`config.mk`:
```
export PLATFORM = sky130hd
export DESIGN_NAME = avalon_pkt_gen
export DESIGN_NICKNAME = d
export VERILOG_FILES = /design/src/rtl/avalon_pkt_gen.sv
export SDC_FILE = /design/constraint.sdc
export NUM_CORES = 1
export LEC_CHECK = 0
export BUFFER_PORTS_ARGS = -buffer_cell sky130_fd_sc_hd__buf_4
export CAP_MARGIN = 20
export CELL_PAD_IN_SITES_DETAIL_PLACEMENT = 0
export CELL_PAD_IN_SITES_GLOBAL_PLACEMENT = 2
export CORE_MARGIN = 4
export CORE_UTILIZATION = 36
export DETAILED_ROUTE_END_ITERATION = 16
export PLACE_DENSITY_LB_ADDON = 0.1
export SETUP_SLACK_MARGIN = 0.1
export SYNTH_ARGS = -nofsm -noshare
export SYNTH_HDL_FRONTEND = slang
export SYNTH_SLANG_ARGS = --single-unit
```
`constraint.sdc`:
```
create_clock -name clk_clk -period 9.3 [get_ports clk_clk]
set_clock_uncertainty 0.15 [all_clocks]
set_input_delay 0.465 -clock clk_clk [delete_from_list [all_inputs] [get_ports clk_clk]]
set_output_delay 0.465 -clock clk_clk [all_outputs]
set_load 0.1 [all_outputs]
```
`src/rtl/avalon_pkt_gen.sv`:
```
// Avalon-ST test pattern generator: bursts of counter, LFSR or fixed words
// with programmable burst length, burst count and inter-burst gap.
//
// state | meaning
// IDLE  | waiting for cfg_start, outputs quiet
// RUN   | presenting words, out_valid=1
// GAP   | idle cycles between bursts, out_valid=0
// DRAIN | stop requested while stalled, hold word until accepted
module avalon_pkt_gen #(
  parameter int DATA_W = 64,
  parameter int LEN_W  = 16
) (
  input  logic              clk_clk,
  input  logic              reset_reset,
  input  logic              cfg_start,
  input  logic              cfg_stop,
  input  logic [1:0]        cfg_mode,
  input  logic [DATA_W-1:0] cfg_pattern,
  input  logic [LEN_W-1:0]  cfg_len,
  input  logic [LEN_W-1:0]  cfg_count,
  input  logic [7:0]        cfg_gap,
  output logic [DATA_W-1:0] out_data,
  output logic              out_valid,
  input  logic              out_ready,
  output logic              busy,
  output logic              done,
  output logic [31:0]       words_sent
);

  localparam logic [1:0] S_IDLE  = 2'd0;
  localparam logic [1:0] S_RUN   = 2'd1;
  localparam logic [1:0] S_GAP   = 2'd2;
  localparam logic [1:0] S_DRAIN = 2'd3;

  logic [1:0]        state_q;
  logic [1:0]        mode_q;
  logic [DATA_W-1:0] pattern_q;
  logic [LEN_W-1:0]  len_q;
  logic [LEN_W-1:0]  count_q;
  logic [7:0]        gap_q;
  logic [DATA_W-1:0] data_q;
  logic [LEN_W-1:0]  word_cnt_q;
  logic [LEN_W-1:0]  burst_cnt_q;
  logic [7:0]        gap_cnt_q;
  logic [31:0]       words_sent_q;
  logic              done_q;

  logic              accept;
  logic              start_ok;
  logic              last_word;
  logic              last_burst;
  logic [DATA_W-1:0] lfsr_next;
  logic [DATA_W-1:0] word_next;
  logic [DATA_W-1:0] first_word;
  logic [31:0]       words_sent_inc;

  assign out_valid  = (state_q == S_RUN) || (state_q == S_DRAIN);
  assign busy       = (state_q != S_IDLE);
  assign done       = done_q;
  assign out_data   = data_q;
  assign words_sent = words_sent_q;

  assign accept     = out_valid & out_ready;
  assign start_ok   = cfg_start && !cfg_stop && (cfg_len != '0);
  assign last_word  = (word_cnt_q == len_q - LEN_W'(1));
  assign last_burst = (count_q != '0) && (burst_cnt_q == count_q - LEN_W'(1));
  assign words_sent_inc = (words_sent_q == '1) ? words_sent_q : words_sent_q + 32'd1;

  assign lfsr_next = {data_q[DATA_W-2:0],
                      data_q[DATA_W-1] ^ data_q[DATA_W-2] ^ data_q[DATA_W-4] ^ data_q[DATA_W-5]};

  always_comb begin
    word_next = pattern_q;
    case (mode_q)
      2'd0:    word_next = data_q + DATA_W'(1);
      2'd1:    word_next = lfsr_next;
      default: word_next = pattern_q;
    endcase
  end

  // An all-zero seed would lock the LFSR, so it is replaced by 1.
  always_comb begin
    first_word = cfg_pattern;
    case (cfg_mode)
      2'd0:    first_word = '0;
      2'd1:    first_word = (cfg_pattern == '0) ? DATA_W'(1) : cfg_pattern;
      default: first_word = cfg_pattern;
    endcase
  end

  always_ff @(posedge clk_clk or posedge reset_reset) begin
    if (reset_reset) begin
      state_q      <= S_IDLE;
      mode_q       <= '0;
      pattern_q    <= '0;
      len_q        <= '0;
      count_q      <= '0;
      gap_q        <= '0;
      data_q       <= '0;
      word_cnt_q   <= '0;
      burst_cnt_q  <= '0;
      gap_cnt_q    <= '0;
      words_sent_q <= '0;
      done_q       <= 1'b0;
    end else begin
      done_q <= 1'b0;
      case (state_q)
        S_IDLE: begin
          if (start_ok) begin
            mode_q       <= cfg_mode;
            pattern_q    <= cfg_pattern;
            len_q        <= cfg_len;
            count_q      <= cfg_count;
            gap_q        <= cfg_gap;
            data_q       <= first_word;
            word_cnt_q   <= '0;
            burst_cnt_q  <= '0;
            gap_cnt_q    <= '0;
            words_sent_q <= '0;
            state_q      <= S_RUN;
          end
        end

        S_RUN: begin
          if (accept) begin
            words_sent_q <= words_sent_inc;
            data_q       <= word_next;
            if (cfg_stop) begin
              state_q <= S_IDLE;
              done_q  <= 1'b1;
            end else if (last_word) begin
              word_cnt_q <= '0;
              if (last_burst) begin
                state_q <= S_IDLE;
                done_q  <= 1'b1;
              end else begin
                // Continuous runs let the burst index wrap; it is never compared.
                burst_cnt_q <= burst_cnt_q + LEN_W'(1);
                if (gap_q != 8'd0) begin
                  state_q   <= S_GAP;
                  gap_cnt_q <= gap_q;
                end
              end
            end else begin
              word_cnt_q <= word_cnt_q + LEN_W'(1);
            end
          end else if (cfg_stop) begin
            state_q <= S_DRAIN;
          end
        end

        S_GAP: begin
          if (cfg_stop) begin
            state_q <= S_IDLE;
            done_q  <= 1'b1;
          end else if (gap_cnt_q == 8'd1) begin
            state_q <= S_RUN;
          end else begin
            gap_cnt_q <= gap_cnt_q - 8'd1;
          end
        end

        S_DRAIN: begin
          if (accept) begin
            words_sent_q <= words_sent_inc;
            state_q      <= S_IDLE;
            done_q       <= 1'b1;
          end
        end

        default: state_q <= S_IDLE;
      endcase
    end
  end

endmodule

```
==> impl_metrics.yaml <==
floorplanning:
  pin_count: 210
  dieHeight_um: 212
  rows: 74
  die_w_um: 212
  die-area_um2: 44900
  initial_utilization: 0.365
  coreArea_um2: 40900
sta:
  slew_viol_final: 0
  finalCritPeriodShare: 0.458
  tns_ns: 0
  layout_min_cycle_time_ns: 4.26
  relSlewSlack: 0.255
  hold_viol: 0
  fmax_ghz: 0.235
  hold-worst-slack_ns: 0.0287
  worst_pin_slew_ns: 1.12
  rsz0062_at_grt: "no"
  setup_viol: 0
placement:
  hpwl_um: 35000
  placed_cell_area_um2: 17000
  io_buffers: 209
  place_congestion: 0.836
worst_hold_path:
  hold_depth: 2
  hold_path.class: "input port to register"
  min_from: "cfg_pattern[47]"
global_routing:
  grt_first_pass_wirelength_um: 82700
  antenna_found_initial: 4
  overflow: 0
  grt_usage: 0.231
  grt_pass1_vias: 13882
  grt_max_degree: 136
worst_setup_path:
  r2r-start: "len_q[0]$_DFFE_PP0P_"
  arrival_ns: 4.56
  path_cells: "inv_1 > ha_1 > or3b_2 > or4_1 > xnor2_1 > nand4_1 > nor4_4 > o2111ai_1 > o21ba_2 > a31oi_1"
  path_class: "register to register"
  crit_start: "len_q[0]$_DFFE_PP0P_"
  worstSetupStartpointType: "register"
  slowest_stage: "nor4_4"
  crit_required_ns: 9.60
  cp_slowest_stage_delay_ns: 0.82
  worstPathMaxFanout: 14
  crit_path_end_kind: "register"
  reg2reg_depth: 10
drt:
  drt_iter0_markers: 870
  drcViolationCount: 0
  routedWlPerCell_um: 21.9
  wirelength_um: 52800
  via_per_inst: 5.83
  via_count: 14016
  ant_nets: 0
  dr.pass1.iters: 5
finish:
  fillerInstances: 4049
  drive_above_1_share: 0.230
  postLayoutCoreUtil: 0.450
  multi_input_area_um2: 8290
  regArea_um2: 6130
  final_common_cell: "dfrtp_1"
  syn2layout_area_growth_pct: 23.2
  antenna_cells: 0
  layout_common_cells: "dfrtp_1, buf_4, nor2_1, nand2_1, mux2_2"
  fin_area_um2: 18400
  nNetsFinal: 1974
pwr:
  total_power_mw: 7.22
  powerDensity_nw_per_um2: 392
  comb_power_share: 0.532
  p_leak_nw: 7.70
  power_switching_mw: 3.74
  p_int_mw: 3.49
  sequentialPowerShare: 0.288
  p_clk_frac: 0.180
  ir_worst_vdd_uv: 210
  netSwitchingFraction: 0.517
clock_tree:
  post_cts_buffers: 0
  cts_buffers: 34
  root_buffer: "clkbuf_16"
  clock_path_buffers: 3
  cts-resized-gates: 0
  cts_hold_buffers: 35
  cts.sinks: 245
  clock_latency_ns: 0.54
  cts_tree: "built"
  h-tree-depth: 2
  path_clk_slew_ns: 0.06
synth:
  synthCells: 1659
  synth_area_leader_cell: "dfrtp_1"
  yosys_warnings: 0
  synth_top_area_frac: 0.410
  avgSynthCellArea_um2: 9.01
  synth_area_leaders: "dfrtp_1, mux2_2, nor2_1, a21oi_1, nand2_1"
  synth-edff-count: 0
  synthesis.area_um2: 15000
  synth-seq-cells: 245
  ys.flop_type: "dfrtp_1"
  async_flop_share: 1.00
  yosysSeqAreaShare: 0.410
  ys_types: 80
  synth_fp_nets: 1783
run_status:
  status: "finished, final reports clean"
job:
  cap_violations: 0
## cell families after synthesis
logic type / after synthesis / synth area share
multiplexers: 122 / 0.0911
AND/OR/NAND/NOR: 613 / 0.205
XOR/XNOR: 84 / 0.0492
buffers and inverters: 149 / 0.0392
AO/OA/AOI/OAI: 433 / 0.195
flip-flops: 245 / 0.410
adder cells (fa/ha/maj): 13 / 0.0109
## synth_stat cells (all sizes together), types with 9 or more instances
master	n
buf	23
ha	13
xnor2	47
nor3	54
inv	39
mux2	110
o211ai	9
clkbuf	85
a211oi	11
mux2i	12
nor4	42
nand4	37
xor2	37
and4	9
a22oi	15
or4	13
a221o	21
and2	14
nand2	139
or2	12
nor2	158
a21oi	107
a221oi	12
dfrtp	245
nand3	54
o31ai	37
or3	18
o21ai	93
and3	29
a32oi	9
a31oi	35
nor2b	11
## path summary, 6_finish.rpt
check	to	slack (ns)
max	burst_cnt_q[6]$_DFFE_PP0P_	5.04
min	pattern_q[47]$_DFFE_PP0P_	0.03
max reg2reg	burst_cnt_q[6]$_DFFE_PP0P_	5.04
min reg2reg	pattern_q[6]$_DFFE_PP0P_	0.35
max in group asynchronous	mode_q[1]$_DFFE_PP0P_	7.12
min in group asynchronous	out_data[8]$_DFFE_PP0P_	0.51
## power groups by stage
| stage | clock (mW) | combinational, mW | sequential, mW |
|---|---|---|---|
| floorplan | 0 | 1.99 | 2.90 |
| global placement | 0 | 3.82 | 2.08 |
| detailed placement | 0 | 3.83 | 2.10 |
| CTS | 1.34 | 3.86 | 2.08 |
| global route | 1.37 | 4.15 | 2.16 |
| finish | 1.30 | 3.84 | 2.08 |
## sequential cells by signal, summed over array words and instances (netlist names)
register and flops:
gap_q 8, burst_cnt_q 16, done 1, gap_cnt_q 8, mode_q 2, state_q 2, count_q 16, words_sent 32
word_cnt_q 16, len_q 16, out_data 64, pattern_q 64
## per-layer routing
layer  global-route usage  wire, µm  vias to the layer above
met5                    0        53                        -
met4               0.0615      1130                        8
met3               0.0396      2910                       72
met2                0.380     25000                      375
met1                0.318     23700                     6995
li1                     -         -                     6566
## per-stage QoR
stage | std cells | worst slack [ns]
3_3_place_gp | 2308 | 4.77
3_5_place_dp | 2310 | 5.06
6_report | 2405 | 5.04
5_1_grt | 2405 | 4.65
4_1_cts | 2404 | 5.00
2_1_floorplan | 1659 | 1.96
## layout make-up
cell class / count / area share
Sequential cell: 245 / 0.333
Timing Repair Buffer: 263 / 0.112
Clock inverter: 7 / 0.00238
Tap cell: 532 / 0.0361
Multi-Input combinational cell: 1265 / 0.450
Clock buffer: 52 / 0.0577
Inverter: 41 / 0.00876
## worst max-delay path, delay by kind of cell, from the launching register on
family	cells	cell delay, ns
AO/OA/AOI/OAI	3	1.28
XOR/XNOR	1	0.16
adder cells (fa/ha/maj)	1	0.19
buffers and inverters	1	0.08
flip-flops	1	0.43
AND/OR/NAND/NOR	4	1.90
Note: power is estimated with default switching activity, not from simulation.
